### src/rtl/sseg_pkg.sv
// rtl/sseg_pkg.sv - shared seven-segment constants and digit patterns
package sseg_pkg;

   localparam int        NUM_DIGITS = 4;
   localparam logic [7:0] SEG_BLANK = 8'hFF;
   localparam logic [3:0] AN_OFF    = 4'hF;
   localparam logic [7:0] SEG_MINUS = 8'h7F;

   // Active-low {g,f,e,d,c,b,a,dp} pattern for a decimal digit; out-of-range values give minus
   function automatic logic [7:0] seg_digit(input logic [3:0] d);
      case (d)
         4'd0:    seg_digit = 8'h81;
         4'd1:    seg_digit = 8'hF3;
         4'd2:    seg_digit = 8'h49;
         4'd3:    seg_digit = 8'h61;
         4'd4:    seg_digit = 8'h33;
         4'd5:    seg_digit = 8'h25;
         4'd6:    seg_digit = 8'h05;
         4'd7:    seg_digit = 8'hF1;
         4'd8:    seg_digit = 8'h01;
         4'd9:    seg_digit = 8'h21;
         default: seg_digit = SEG_MINUS;
      endcase
   endfunction

endpackage

### src/rtl/sseg_refresh_timer.sv
// rtl/sseg_refresh_timer.sv - digit slot counter, digit index, PWM counter and phase decode
module sseg_refresh_timer #(
   parameter int REFRESH_DIV  = 100000,
   parameter int BLANK_CYCLES = 1000
) (
   input  logic       clk,
   input  logic       rst,
   input  logic [2:0] i_brightness,
   output logic [1:0] o_idx,
   output logic       o_active,
   output logic       o_pwm_on,
   output logic       o_frame_end
);

   localparam int             CW         = $clog2(REFRESH_DIV);
   localparam logic [CW-1:0]  SLOT_LAST  = CW'(REFRESH_DIV - 1);
   localparam logic [CW-1:0]  BLANK_END  = CW'(BLANK_CYCLES);

   logic [CW-1:0] r_slot_cnt;
   logic [1:0]    r_idx;
   logic [2:0]    r_pwm_cnt;
   logic          w_slot_end;

   assign w_slot_end  = (r_slot_cnt == SLOT_LAST);
   assign o_idx       = r_idx;
   assign o_active    = (r_slot_cnt >= BLANK_END);
   assign o_pwm_on    = (r_pwm_cnt <= i_brightness);
   assign o_frame_end = w_slot_end && (r_idx == 2'd3);

   // Slot counter wraps each slot and advances the digit index; PWM restarts at 0 every active phase
   always_ff @(posedge clk or posedge rst) begin
      if (rst) begin
         r_slot_cnt <= '0;
         r_idx      <= 2'd0;
         r_pwm_cnt  <= 3'd0;
      end else begin
         if (w_slot_end) begin
            r_slot_cnt <= '0;
            r_idx      <= r_idx + 2'd1;
         end else begin
            r_slot_cnt <= r_slot_cnt + 1'b1;
         end
         if (o_active) r_pwm_cnt <= r_pwm_cnt + 3'd1;
         else          r_pwm_cnt <= 3'd0;
      end
   end

endmodule

### src/rtl/sseg_scan_driver.sv
// rtl/sseg_scan_driver.sv - multiplexed four-digit seven-segment display driver
module sseg_scan_driver
   import sseg_pkg::*;
#(
   parameter int REFRESH_DIV  = 100000,
   parameter int BLANK_CYCLES = 1000
) (
   input  logic        clk,
   input  logic        rst,
   input  logic [31:0] seg_word,
   input  logic        enable,
   input  logic [2:0]  brightness,
   output logic [3:0]  an,
   output logic [6:0]  seg,
   output logic        dp,
   output logic        frame_sync
);

   logic [31:0] r_shadow;
   logic [1:0]  w_idx;
   logic        w_active;
   logic        w_pwm_on;
   logic        w_frame_end;
   logic        w_lit;
   logic [7:0]  w_byte;

   sseg_refresh_timer #(
      .REFRESH_DIV  (REFRESH_DIV),
      .BLANK_CYCLES (BLANK_CYCLES)
   ) u_timer (
      .clk          (clk),
      .rst          (rst),
      .i_brightness (brightness),
      .o_idx        (w_idx),
      .o_active     (w_active),
      .o_pwm_on     (w_pwm_on),
      .o_frame_end  (w_frame_end)
   );

   assign w_lit  = enable && w_active && w_pwm_on;
   assign w_byte = r_shadow[{w_idx, 3'b000} +: 8];

   // Shadow word is only replaced at the frame boundary so a frame is never torn
   always_ff @(posedge clk or posedge rst) begin
      if (rst) begin
         r_shadow   <= {NUM_DIGITS{SEG_BLANK}};
         frame_sync <= 1'b0;
      end else begin
         frame_sync <= w_frame_end;
         if (w_frame_end) r_shadow <= seg_word;
      end
   end

   // Registered pin drive: one anode at most, everything off when dark
   always_ff @(posedge clk or posedge rst) begin
      if (rst) begin
         an  <= AN_OFF;
         seg <= SEG_BLANK[7:1];
         dp  <= 1'b1;
      end else if (w_lit) begin
         an  <= ~(4'b0001 << w_idx);
         seg <= w_byte[7:1];
         dp  <= w_byte[0];
      end else begin
         an  <= AN_OFF;
         seg <= SEG_BLANK[7:1];
         dp  <= 1'b1;
      end
   end

endmodule

### config.mk
export PLATFORM = sky130hd
export DESIGN_NAME = sseg_scan_driver
export DESIGN_NICKNAME = d
export VERILOG_FILES = /design/src/rtl/sseg_pkg.sv /design/src/rtl/sseg_refresh_timer.sv /design/src/rtl/sseg_scan_driver.sv
export SDC_FILE = /design/constraint.sdc
export NUM_CORES = 1
export LEC_CHECK = 0
export ABC_AREA = 1
export CORE_AREA = 2 2 101 64
export CTS_BUF_LIST = sky130_fd_sc_hd__clkbuf_4
export DETAILED_ROUTE_END_ITERATION = 10
export DIE_AREA = 0 0 103 66
export PLACE_DENSITY = 0.85
export REMOVE_ABC_BUFFERS = 1
export SYNTH_ARGS = -nofsm -noshare
export SYNTH_HDL_FRONTEND = slang
export SYNTH_HIERARCHICAL = 1
export SYNTH_SLANG_ARGS = --single-unit
### constraint.sdc
create_clock -name clk -period 3.18 [get_ports clk]
set_input_delay 0.795 -clock clk [delete_from_list [all_inputs] [get_ports clk]]
set_output_delay 0.795 -clock clk [all_outputs]
set_load 0.005 [all_outputs]
==> reports/results.tsv, run 1 <==
stage	metric	value	unit
timing	Final Max Tran Viols	0	
setup_path	FF-to-FF Start	u_timer/r_slot_cnt[0]	
floorplan	IO Count	51	
floorplan	Die X	103	µm
synth	post-synthesis cell type count	31	
setup_path	critical path, cell by cell	ha_1 -> nand2_1 -> nor2_4 -> inv_2 -> nor2_4 -> nand2_4 -> nor2_4 -> buf_12 -> mux2_2	
power_and_ir_drop	VDD IR max	0.000221	V
floorplan	Die ar.	6800	µm²
layout	Net count, final	438	
synth	Mapped Area	3400	µm²
worst_hold_path	Worst Hold End	u_timer/r_pwm_cnt[0]	
timing	worst clock skew	0.0138	ns
clocking	Max clock buf depth	2	
setup_path	R2R Setup Slk	0.82	ns
layout	Layout Cells excl Fill	482	
place	I/O Buffers	50	
clocking	PostCTS Resize Cnt	0	
routing	average wire per standard cell	14.7	µm
layout	most frequent cells in the layout	98 x nand2_1, 50 x clkdlybuf4s50_1, 44 x dfstp_2	
floorplan	Die Height	66	µm
setup_path	Critical Path End Type	flip-flop	
timing	final hold vios	0	
routing	ANT nets after route	0	
clocking	cts bufs inserted	9	
timing	worst hold slack	0.472	ns
place	GPL Wtd Cong	0.941	
layout	commonest non-fill, non-tap cell in the layout	nand2_1	
worst_hold_path	Worst Min Path Start	u_timer/r_pwm_cnt[0]	
layout	antenna cells	0	
setup_path	Critical Path Slowest Stage Cell	nor2_4	
routing	Iteration-0 DRC Markers	159	
floorplan	core area	5890	µm²
timing	RSZ-0062 raised after global routing	false	
timing	Final min period	2.36	ns
setup_path	Critical Path Start Type	flip-flop	
layout	# fillers	473	
global_routing	vias in the first global route	2345	
routing	WL final	7070	µm
global_routing	antenna violations before repair	0	
floorplan	Starting Density	57.7	%
clocking	Sink Count	67	
power_and_ir_drop	PwrDens	342	nW/µm²
worst_hold_path	hold crit path type	reg2reg	
setup_path	Worst Path Required	3.52	ns
timing	max_slew headroom	41.5	%
clocking	Post-CTS Setup Bufs	0	
job	Max-Cap Viols	0	
synth	post-synthesis sequential area ratio	51.0	%
setup_path	CP Max Fanout	20	
power_and_ir_drop	Leak	1.82	nW
timing	fmax	423	MHz
global_routing	first-pass GRT wire length	11400	µm
place	pre-CTS WS	0.588	ns
clocking	Hold-fix buffers, CTS	0	
layout	area grow syn2layout	19.4	%
place	dpl cells	466	
clocking	H-tree depth	3	
routing	vias per cell	5.11	
setup_path	crit path DAT	2.70	ns
setup_path	CP max stage delay	0.48	ns
floorplan	FP Rows	22	
power_and_ir_drop	overall power	1.39	mW
synth	Synth Instances	337	
timing	Worst Max-Slew Pin Slew	0.877	ns
routing	routed vias	2465	
routing	DRC	0	
timing	setup_tns	0	ns
worst_hold_path	Hold Crit Depth	1	
synth	yosys synthesis warning count	6	
clocking	clk root buf	clkbuf_4	
routing	drt pass-1 iters	5	
timing	smallest setup slack after layout	0.817	ns
timing	Tcrit/Tclk final	74.3	%
setup_path	R2R depth	9	
clocking	CTS tree	done	
global_routing	largest net degree at the start of global routing	23	
setup_path	cell mode on critical path	nor2_4	
global_routing	GRT Util Overall	22.4	%
place	dpl hpwl	5150	µm
clocking	Clock transition at path regs	0.11	ns
clocking	clk_lat worst skew	0.41	ns
layout	layout cells sized above 1	27.4	%
synth	flops & latches, synth	67	
synth	Avg Inst Size Synth	10.1	µm²
setup_path	crit path kind	reg2reg	
setup_path	r2r endpoint	r_shadow[13]	
global_routing	GRT overflow	0	
timing	setup violators final	0	
run_status	status	finished clean	
[registers in the layout, summed over array words and instances (netlist names)]
signal and cells:
dp 1, an 4, r_shadow 32, u_timer/r_pwm_cnt 3, u_timer/r_slot_cnt 17, frame_sync 1, u_timer/o_idx 2, seg 7
[worst max-delay path: cells and delay by family (launching register included)]
family,cells,cell delay (ns)
DFF,1,0.40
muxes,1,0.35
and+or+nand+nor,5,0.99
adders and majority gates,1,0.20
buffers and inverters,2,0.34
[worst max-delay path by stage]
stage / from / endpoint / slack (ns) / depth (start not counted)
4_1_cts: u_timer/r_slot_cnt[0] / r_shadow[13] / 0.81 / 9
3_5_place_dp: brightness[2] / dp / 0.59 / 8
5_1_grt: u_timer/r_slot_cnt[1] / r_shadow[13] / 0.67 / 9
3_3_place_gp: brightness[2] / seg[5] / 0.67 / 8
2_1_floorplan: u_timer/r_slot_cnt[0] / r_shadow[13] / -0.51 / 8
6_report: u_timer/r_slot_cnt[0] / r_shadow[13] / 0.82 / 9
[layer usage]
metal	GRT usage (%)	part of all wire [%]
met2	33.5	46
met3	8.67	7.8
met5	0	0
met4	5.92	0.78
met1	30.6	46
[where the power goes]
part	switching [mW]	internal [mW]
clock	0.304	0.157
combinational	0.0256	0.0435
sequential	0	0.855
total	0.330	1.06
[metrics by stage]
step           instance area (µm²)  util [%]
2_1_floorplan                 3290         -
3_3_place_gp                  3940      66.9
3_5_place_dp                  3940      66.9
4_1_cts                       4060      68.8
5_1_grt                       4060      68.8
6_report                      4060      68.8
[cell type report]
cell class              instances  area (µm²)  area share (%)
clock buffers                   9        67.6            1.67
clock inverters                 7        45.0            1.11
inverters                      35         139            3.42
multi-input cells             226        1420            35.1
flip-flops and latches         67        1730            42.7
well taps                      84         105            2.59
repair buffers                 54         543            13.4
[synthesized netlist by cell type, drive strengths merged]
cell type / count / area share, %
xnor2: 2 / 0.52
nor2: 33 / 4.3
clkbuf: 1 / 0.11
nor3: 4 / 0.92
mux2: 32 / 14
nand3: 24 / 3.5
nand2: 102 / 12
dfrtp: 23 / 17
o21ai: 6 / 0.88
xor2: 6 / 1.5
inv: 33 / 3.7
and3: 1 / 0.18
clkinv: 2 / 0.37
nand3b: 1 / 0.22
buf: 8 / 3.1
dfstp: 44 / 34
ha: 7 / 2.6
a21oi: 3 / 0.44
and2: 1 / 0.18
nand4: 4 / 0.74
[kinds of logic after synthesis]
family	Yosys count	share of synthesized area, %
AOI/OAI and AO/OA	9	1.33
xor gates and xnor gates	8	2.06
adders and majority gates	7	2.58
buffers and inverters	44	7.33
DFF	67	51.0
muxes	32	13.9
and+or+nand+nor	170	21.8
(Power assumes the default switching activity.)
==> inputs of run 2 (changes only) <==
--- a/config.mk
+++ b/config.mk
@@ -6,11 +6,11 @@
 export NUM_CORES = 1
 export LEC_CHECK = 0
 export ABC_AREA = 1
-export CORE_AREA = 2 2 101 64
+export CORE_AREA = 2 2 109 69
 export CTS_BUF_LIST = sky130_fd_sc_hd__clkbuf_4
 export DETAILED_ROUTE_END_ITERATION = 10
-export DIE_AREA = 0 0 103 66
-export PLACE_DENSITY = 0.85
+export DIE_AREA = 0 0 111 71
+export PLACE_DENSITY = 0.77
 export REMOVE_ABC_BUFFERS = 1
 export SYNTH_ARGS = -nofsm -noshare
 export SYNTH_HDL_FRONTEND = slang
==> constraint.sdc (replaced) <==
create_clock -name clk -period 2.1 [get_ports clk]
set_input_delay 0.525 -clock clk [delete_from_list [all_inputs] [get_ports clk]]
set_output_delay 0.525 -clock clk [all_outputs]
set_load 0.005 [all_outputs]
==> run 2 against run 1 <==
Net effect:
- hold slack got worse by 0.0094 ns
- register-to-register slack worse by 0.68 ns
- sequential power grew 51%
- combinational power up 58%
- total power grew 53%
- non-clock buffer count up 4
- die area increased by 16%
- critical path depth shrank 8
- highest routed layer unchanged
==> reports/results.tsv, run 2 (same netlist as run 1, synthesis figures left out) <==
stage	metric	value	unit	change
run_status	status	finished clean		
layout	layout cells sized above 1	27.6	%	+0.23 points
global_routing	GRT Util Overall	19.8	%	-2.7 points
global_routing	largest net degree at the start of global routing	46		+100%
layout	Final Cell Area	4130	µm²	+1.9%
setup_path	r2r endpoint	r_shadow[13]		
timing	setup violators final	0		unchanged
floorplan	core area	6940	µm²	+18%
setup_path	Critical Path Start Type	flip-flop		
layout	antenna cells	0		unchanged
worst_hold_path	hold crit path type	in2async		
timing	RSZ-0062 raised after global routing	false		
place	I/O Buffers	50		unchanged
clocking	Hold-fix buffers, CTS	0		unchanged
clocking	Sink Count	67		unchanged
timing	final hold vios	0		unchanged
setup_path	Crit path max-delay family	flip-flops		
layout	Net count, final	442		+0.91%
routing	routed vias	2455		-0.41%
timing	worst clock skew	0.0151	ns	+0.00137 ns
timing	Final min period	1.99	ns	
setup_path	crit path kind	reg2out		
clocking	Post-CTS Setup Bufs	0		unchanged
power_and_ir_drop	VDD IR max	0.000374	V	+69%
clocking	cts bufs inserted	9		unchanged
clocking	H-tree depth	3		unchanged
clocking	PostCTS Resize Cnt	0		unchanged
setup_path	CP max stage delay	0.53	ns	+0.05 ns
setup_path	Buf+Inv Stages, Crit Path	1		-1
clocking	clk root buf	clkbuf_4		
power_and_ir_drop	PwrDens	513	nW/µm²	+50%
layout	Largest register FFs	32		unchanged
layout	Top reg by flops	r_shadow		
setup_path	R2R Setup Slk	0.14	ns	-0.68 ns
power_and_ir_drop	overall power	2.12	mW	+53%
timing	setup_tns	0	ns	unchanged
floorplan	Starting Density	49.0	%	-8.7 points
clocking	Max clock buf depth	2		unchanged
floorplan	FP Rows	24		+9.1%
job	Max-Cap Viols	0		unchanged
place	placed cell area	4000	µm²	+1.4%
clocking	Clock transition at path regs	0.11	ns	about the same
floorplan	Die X	111	µm	+7.8%
setup_path	CP Max Fanout	1		-95%
setup_path	critical path, cell by cell	clkdlybuf4s50_1		
routing	drt pass-1 iters	5		unchanged
timing	max_slew headroom	77.8	%	+36 points
timing	Final Max Tran Viols	0		unchanged
setup_path	Critical Path End Type	output pin		
layout	top flop regs	r_shadow x32, u_timer/r_slot_cnt x17, seg x7		
floorplan	IO Count	51		unchanged
layout	area grow syn2layout	21.6	%	
global_routing	first-pass GRT wire length	11900	µm	+5.0%
global_routing	antenna violations before repair	0		unchanged
routing	Iteration-0 DRC Markers	191		+20%
layout	commonest non-fill, non-tap cell in the layout	nand2_1		
place	dpl hpwl	5130	µm	-0.26%
place	GPL Wtd Cong	0.891		-5.4%
global_routing	vias in the first global route	2315		-1.3%
timing	Tcrit/Tclk final	94.7	%	
layout	most frequent cells in the layout	98 x nand2_1, 50 x clkdlybuf4s50_1, 44 x dfstp_2		
routing	WL final	7380	µm	+4.4%
setup_path	Worst Path Required	1.57	ns	-1.95 ns
clocking	CTS tree	done		
routing	vias per cell	4.98		-2.6%
power_and_ir_drop	Leak	1.85	nW	+2.1%
setup_path	R2R depth	9		unchanged
floorplan	Die ar.	7880	µm²	+16%
setup_path	FF-to-FF Start	u_timer/r_slot_cnt[0]		
setup_path	crit path DAT	1.46	ns	-1.24 ns
setup_path	Critical Path Slowest Stage Cell	dfstp_2		
routing	DRC	0		unchanged
routing	ANT nets after route	0		unchanged
clocking	clk_lat worst skew	0.43	ns	+0.02 ns
global_routing	GRT overflow	0		unchanged
timing	Worst Max-Slew Pin Slew	0.331	ns	-0.546 ns
floorplan	Die Height	71	µm	+7.6%
routing	average wire per standard cell	15.0	µm	+2.1%
timing	fmax	503	MHz	
==> run 2: layer usage <==
| layer | GRT usage [%] | up-vias | share of wire [%] |
|---|---|---|---|
| li1 | - | 1186 | - |
| met1 | 28.2 | 1167 | 48 |
| met2 | 29.0 | 95 | 44 |
| met3 | 7.46 | 7 | 6.8 |
| met4 | 4.31 | 0 | 0.95 |
| met5 | 0 | - | 0 |
==> run 2: through the flow <==
step	hold slack (ns)	cells	worst slack, ns	utilization, %
2_1_floorplan	0.428	328	-1.59	-
3_3_place_gp	0.445	476	0.00231	57.6
3_5_place_dp	0.455	476	-0.0283	57.6
4_1_cts	0.453	492	0.0806	59.2
5_1_grt	0.463	493	0.0181	59.6
6_report	0.462	493	0.111	59.6
==> run 2: area by class of cell <==
cell class / instances / area [µm²]
Timing Repair Buffer: 58 / 616
Multi-Input combinational cell: 226 / 1420
Sequential cell: 67 / 1730
Inverter: 35 / 139
Clock inverter: 4 / 17.5
Tap cell: 91 / 114
Clock buffer: 12 / 90.1
Fill cell: 574 / 2810
==> run 2: where the power goes <==
group          total, mW  leakage, nW  switching [mW]  internal (mW)
logic              0.109         1.03          0.0400         0.0688
clock network      0.717       0.0662           0.445          0.273
registers           1.29        0.763               0           1.29
==> run 2: worst max path at each step <==
stage / depth (start not counted) / slack, ns / from / to
3_3_place_gp: 9 / 0.002 / brightness[2] / seg[5]
3_5_place_dp: 9 / -0.03 / brightness[2] / seg[2]
6_report: 1 / 0.11 / an[3] / an[3]
2_1_floorplan: 8 / -1.59 / u_timer/r_slot_cnt[0] / r_shadow[13]
5_1_grt: 9 / 0.02 / u_timer/r_slot_cnt[1] / r_shadow[13]
4_1_cts: 1 / 0.08 / seg[1] / seg[1]
==> inputs of run 3 (changes only) <==
--- a/config.mk
+++ b/config.mk
@@ -12,6 +12,7 @@
 export DIE_AREA = 0 0 111 71
 export PLACE_DENSITY = 0.77
 export REMOVE_ABC_BUFFERS = 1
+export SLEW_MARGIN = 20
 export SYNTH_ARGS = -nofsm -noshare
 export SYNTH_HDL_FRONTEND = slang
 export SYNTH_HIERARCHICAL = 1
==> results of run 3 <==
Final layout, timing and power as in run 2 (identical DEF).
